## src/rtl/irq_ctrl.sv

```systemverilog
// Memory-mapped interrupt controller: synchronised edge-detected sources, mask, fixed priority, CPU handshake.
// Build option IRQ_CTRL_LEVEL_EN adds per-source level mode (CTRL bits [8+N_SRC-1:8]).
module irq_ctrl #(
    parameter int unsigned N_SRC = 8
) (
    input  logic             i_clk,
    input  logic             i_rst,
    input  logic             i_sel,
    input  logic             i_we,
    input  logic             i_re,
    input  logic [1:0]       i_addr,
    input  logic [15:0]      i_wdata,
    output logic [15:0]      o_rdata,
    output logic             o_rdy,
    input  logic [N_SRC-1:0] i_irq,
    output logic             o_irq,
    output logic [2:0]       o_vec,
    input  logic             i_ack,
    input  logic             i_iret
);
    localparam int unsigned DW = 16;
    localparam int unsigned VW = 3;
    localparam logic [1:0] A_PEND = 2'd0;
    localparam logic [1:0] A_MASK = 2'd1;
    localparam logic [1:0] A_STAT = 2'd2;
    localparam logic [1:0] A_CTRL = 2'd3;

    typedef enum logic [1:0] {
        IDLE    = 2'd0,
        REQ     = 2'd1,
        SERVICE = 2'd2
    } state_t;

    state_t           state_q, state_d;
    logic [N_SRC-1:0] sync1_q, sync1_d;
    logic [N_SRC-1:0] sync2_q, sync2_d;
    logic [N_SRC-1:0] prev_q, prev_d;
    logic [N_SRC-1:0] pend_q, pend_d;
    logic [N_SRC-1:0] mask_q, mask_d;
    logic             gie_q, gie_d;
    logic             irq_q, irq_d;
    logic [VW-1:0]    vec_q, vec_d;

    logic             wr_c;
    logic             wr_pend_c, wr_mask_c, wr_ctrl_c;
    logic [N_SRC-1:0] level_mode_c;
    logic [N_SRC-1:0] edge_set_c, w1c_c, ack_clr_c;
    logic [N_SRC-1:0] vec_onehot_c, req_c;
    logic [VW-1:0]    win_c;
    logic             cur_valid_c;
    logic             unused_wdata;

    assign unused_wdata = ^i_wdata;

    assign wr_c      = i_sel & i_we;
    assign wr_pend_c = wr_c && (i_addr == A_PEND);
    assign wr_mask_c = wr_c && (i_addr == A_MASK);
    assign wr_ctrl_c = wr_c && (i_addr == A_CTRL);

`ifdef IRQ_CTRL_LEVEL_EN
    logic [N_SRC-1:0] level_q, level_d;

    always_comb level_d = wr_ctrl_c ? i_wdata[8 +: N_SRC] : level_q;

    always_ff @(posedge i_clk or posedge i_rst) begin
        if (i_rst) level_q <= '0;
        else       level_q <= level_d;
    end

    assign level_mode_c = level_q;
`else
    assign level_mode_c = '0;
`endif

    // Input path and register updates; an edge-set always beats a same-cycle clear.
    always_comb begin
        sync1_d      = i_irq;
        sync2_d      = sync1_q;
        prev_d       = sync2_q;
        edge_set_c   = sync2_q & ~prev_q;
        vec_onehot_c = N_SRC'(1) << vec_q;
        w1c_c        = wr_pend_c ? i_wdata[N_SRC-1:0] : '0;
        ack_clr_c    = ((state_q == REQ) && i_ack) ? vec_onehot_c : '0;
        pend_d       = (pend_q & ~w1c_c & ~ack_clr_c) | edge_set_c;
        pend_d       = (pend_d & ~level_mode_c) | (sync2_q & level_mode_c);
        mask_d       = wr_mask_c ? i_wdata[N_SRC-1:0] : mask_q;
        gie_d        = wr_ctrl_c ? i_wdata[0] : gie_q;
    end

    // Lowest-index enabled pending source wins.
    always_comb begin
        req_c = pend_q & mask_q;
        win_c = '0;
        for (int i = N_SRC - 1; i >= 0; i--) begin
            if (req_c[i]) win_c = VW'(i);
        end
    end

    assign cur_valid_c = gie_q && ((pend_q & mask_q & vec_onehot_c) != '0);

    always_comb begin
        state_d = state_q;
        vec_d   = vec_q;
        irq_d   = 1'b0;
        case (state_q)
            IDLE: begin
                if (gie_q && (req_c != '0)) begin
                    state_d = REQ;
                    vec_d   = win_c;
                end
            end
            REQ: begin
                if (i_ack)             state_d = SERVICE;
                else if (!cur_valid_c) state_d = IDLE;
            end
            SERVICE: begin
                if (i_iret) state_d = IDLE;
            end
            default: state_d = IDLE;
        endcase
        irq_d = (state_d == REQ);
    end

    always_ff @(posedge i_clk or posedge i_rst) begin
        if (i_rst) begin
            state_q <= IDLE;
            sync1_q <= '0;
            sync2_q <= '0;
            prev_q  <= '0;
            pend_q  <= '0;
            mask_q  <= '0;
            gie_q   <= 1'b0;
            irq_q   <= 1'b0;
            vec_q   <= '0;
        end else begin
            state_q <= state_d;
            sync1_q <= sync1_d;
            sync2_q <= sync2_d;
            prev_q  <= prev_d;
            pend_q  <= pend_d;
            mask_q  <= mask_d;
            gie_q   <= gie_d;
            irq_q   <= irq_d;
            vec_q   <= vec_d;
        end
    end

    // Combinational read port.
    always_comb begin
        o_rdata = '0;
        if (i_sel && i_re) begin
            case (i_addr)
                A_PEND:  o_rdata = DW'(pend_q);
                A_MASK:  o_rdata = DW'(mask_q);
                A_STAT:  o_rdata = {state_q == SERVICE, irq_q, 11'b0, vec_q};
                A_CTRL:  o_rdata = DW'(gie_q) | (DW'(level_mode_c) << 8);
                default: o_rdata = '0;
            endcase
        end
    end

    assign o_rdy = i_sel;
    assign o_irq = irq_q;
    assign o_vec = vec_q;

endmodule

```

## config.mk

```make
export PLATFORM = sky130hd
export DESIGN_NAME = irq_ctrl
export DESIGN_NICKNAME = d
export VERILOG_FILES = /design/src/rtl/irq_ctrl.sv
export SDC_FILE = /design/constraint.sdc
export NUM_CORES = 1
export LEC_CHECK = 0
export ABC_AREA = 1
export CAP_MARGIN = 30
export CORE_ASPECT_RATIO = 0.6
export CORE_MARGIN = 2
export CORE_UTILIZATION = 51
export CTS_CLUSTER_SIZE = 30
export DETAILED_ROUTE_END_ITERATION = 12
export GPL_TIMING_DRIVEN = 0
export PLACE_DENSITY = 0.83
export SLEW_MARGIN = 20
export SYNTH_ARGS = -nofsm -noshare
export SYNTH_HDL_FRONTEND = slang
export SYNTH_SLANG_ARGS = --single-unit
export TNS_END_PERCENT = 20
```

## constraint.sdc

```tcl
create_clock -name i_clk -period 3 [get_ports i_clk]
set_clock_uncertainty 0.15 [all_clocks]
set_input_delay 0.6 -clock i_clk [delete_from_list [all_inputs] [get_ports i_clk]]
set_output_delay 0.6 -clock i_clk [all_outputs]
set_load 0.1 [all_outputs]
```

==> flow_summary.json <==
{
  "status": "finished with violations",
  "failed_checks": "DRC",
  "total_negative_slack_ns": 0,
  "timing.critical_path.arrival_ns": 2.16,
  "synth-seq-area-share": 0.577,
  "gpl.final_weighted_congestion": 0.948,
  "core-area_sq_mm": 0.00374,
  "post_route_cells_drive_above_1_share": 0.152,
  "start_kind": "input pin",
  "muxShareOfSynthArea": 0.0442,
  "global_route.usage.total": 0.215,
  "holdPathStages": 0,
  "routed_via_density": 5.14,
  "maxCapViolations": 0,
  "antenna_found_initial": 0,
  "cts_post_setup_buffers_inserted": 0,
  "unrepaired_setup_endpoints_after_global_routing": "false",
  "async_flop_share": 1.00,
  "powerDensity_mw_per_mm2": 757,
  "syn-cell-area_sq_mm": 0.00204,
  "final-hold-violation-count": 0,
  "vdd_ir_drop_max_v": 0.000539,
  "cts_made_buffers": 5,
  "die_w_um": 85.6,
  "cellLeakagePower_nw": 1.26,
  "synth_largest_type_area_fraction": 0.577,
  "setup_viol": 0,
  "final_design_area_no_fill_sq_mm": 0.00261,
  "fillCellCount": 316,
  "crit_path_end_kind": "primary output",
  "critical_path.reg2reg.startpoint": "state_q[1]$_DFF_PP0_",
  "worst_r2r_endpoint": "pend_q[4]$_DFF_PP0_",
  "area_used_by_multi_input_combinational_logic_sq_um": 739,
  "dominant_combinational_cell_family_by_area_after_synthesis": "simple AND/OR/NAND/NOR gates",
  "post_synth.cell_area_avg_sq_um": 9.14,
  "synth_top_area_cell": "dfrtp_1",
  "timing.critical_path.fanout_max": 8,
  "clock.fmax_ghz": 0.343,
  "fin_crit_ns": 2.91,
  "ctsHoldBuffers": 0,
  "yosys-top-cells-area": "dfrtp_1, nand2_1, inv_1",
  "dieArea_sq_mm": 0.00454,
  "cts_tree": "built",
  "worstSetupStartpoint": "i_addr[0]",
  "grt_max_degree": 31,
  "dp_hpwl_um": 3300,
  "synthCells": 223,
  "cts_max_path_buffers": 2,
  "cts-htree-levels": 2,
  "buffer_ports.inserted": 39,
  "timing.final.max_slew_violations": 0,
  "numClockSinks": 47,
  "syn_to_final_growth_pct": 28.1,
  "grt_remaining_overflow": 0,
  "relative_slew_slack": 0.343,
  "insertedDiodeCount": 0,
  "worstHoldPathType": "flop to flop",
  "fp.dieH_um": 53.0,
  "ant_nets": 0,
  "synth-adder-area-share": 0,
  "detailroute.via_count": 1659,
  "wirelength_um": 4380,
  "firstDrtPassIters": 8,
  "synthSimpleGateAreaFrac": 0.219,
  "setup.worst_path.end": "o_rdata[4]",
  "start_to_end_type_of_the_worst_setup_path": "input pin to primary output",
  "detail_route.drc_violations": 1,
  "cts-resized-gates": 57,
  "post-synth-top-count-cell": "nand2_1",
  "setup_slack_ns": 0.0854,
  "compound_gate_portion_of_the_synthesized_area": 0.0786,
  "postSynthRegisterBits": 47,
  "number_of_flops_mapped_to_enable_cells_by_yosys": 0,
  "dp_slack_ns": -0.889,
  "fin_crit_sh": 0.972,
  "ios": 54,
  "cts_root_buffer": "clkbuf_8",
  "detail_route.wl_per_cell_um": 13.6,
  "fin_total_pwr_mw": 1.98,
  "synth_flop_cell": "dfrtp_1",
  "wire_length_of_the_first_global_routing_pass_um": 7060,
  "num-nets-final": 308,
  "core.rowCount": 17,
  "timing.reg2reg.setup_slack_ns": 1.25,
  "clk_pin_slew_worst_paths_ns": 0.08,
  "worstSkewPairLatency_ns": 0.31,
  "required_ns": 2.25,
  "r2r_cells": 6,
  "final-seq-area_sq_mm": 0.00118,
  "netlist_top_cells_count": "nand2_1, dfrtp_1, inv_1",
  "yosysWarnings": 0,
  "post_dp_cell_area_sq_mm": 0.00254,
  "initial_core_util": 0.544,
  "tightest_slew_ns": 0.983,
  "fin_util": 0.697,
  "detailed_route_iter0_violations": 87,
  "synth_xor_area_frac": 0,
  "vias_in_the_first_global_route": 1534,
  "post_synth_num_cell_types": 21
}
-- metal layers --
metal,part of all wire,GRT usage,vias up
li1,-,-,810
met1,0.48,0.296,767
met2,0.41,0.306,72
met3,0.082,0.0640,10
met4,0.022,0.116,0
met5,0,0,-
-- cells by family after synthesis --
logic type | Yosys count
and+or+nand+nor | 102
DFF | 47
other | 1
muxes | 8
buffers and inverters | 36
AOI/OAI and AO/OA | 29
-- worst min-delay path by stage --
| stage | startpoint | end | slack [ns] |
|---|---|---|---|
| CTS | sync1_q[0]$_DFF_PP0_ | prev_d[0]$_DFF_PP0_ | 0.21 |
| detailed placement | sync1_q[7]$_DFF_PP0_ | prev_d[7]$_DFF_PP0_ | 0.18 |
| global placement | sync1_q[3]$_DFF_PP0_ | prev_d[3]$_DFF_PP0_ | 0.18 |
| finish | sync1_q[5]$_DFF_PP0_ | prev_d[5]$_DFF_PP0_ | 0.20 |
| global route | sync1_q[0]$_DFF_PP0_ | prev_d[0]$_DFF_PP0_ | 0.21 |
| floorplan | sync1_q[0]$_DFF_PP0_ | prev_d[0]$_DFF_PP0_ | 0.18 |
-- through the flow --
stage,instances,hold slack [ns]
after floorplan,228,0.181
after global placement,314,0.181
after detailed placement,315,0.185
after CTS,323,0.205
after global routing,323,0.211
final,323,0.203
-- layout by cell type (no fill, tap or decap), types with 2 or more instances in the layout --
cell type / synthesis / final
nand2_1: 65 / 65
buf_2: 1 / 2
buf_4: 7 / 12
conb_1: 1 / 6
clkbuf_4: 0 / 3
clkbuf_8: 0 / 5
nand3_1: 11 / 11
o211ai_1: 4 / 4
inv_2: 1 / 2
nor2_1: 13 / 12
mux2_2: 8 / 8
dfrtp_1: 47 / 47
a21oi_1: 9 / 8
clkdlybuf4s50_1: 0 / 27
o21ai_0: 14 / 14
inv_1: 27 / 26
nor3_1: 3 / 3
nand4_1: 6 / 6
-- report_power, final --
group	internal [mW]	leakage [nW]	switching, mW
clock network	0.163	0.0412	0.209
registers	0.738	0.540	0.0909
logic	0.213	0.683	0.561
-- area by class of cell --
cell class	instances	share of cell area
clock buffer	6	0.0278
inverter	28	0.0403
buffer	8	0.0221
multi-input combinational	145	0.283
timing repair buffer	40	0.149
sequential	47	0.451
clock inverter	2	0.00479
tap	47	0.0225
-- critical path: stages --
cell and delay [ns]:
clkdlybuf4s50_1 0.51, nor2_2 0.39, nand2_1 0.10, a21oi_1 0.22, buf_4 0.33
-- flip-flops by register name, indices dropped and copies added, names as in the netlist --
signal   count
o_vec        3
gie_q        1
prev_d       8
state_q      2
sync1_q      8
prev_q       8
o_irq        1
mask_q       8
pend_q       8
No activity file was read; power rests on OpenSTA's default activity.
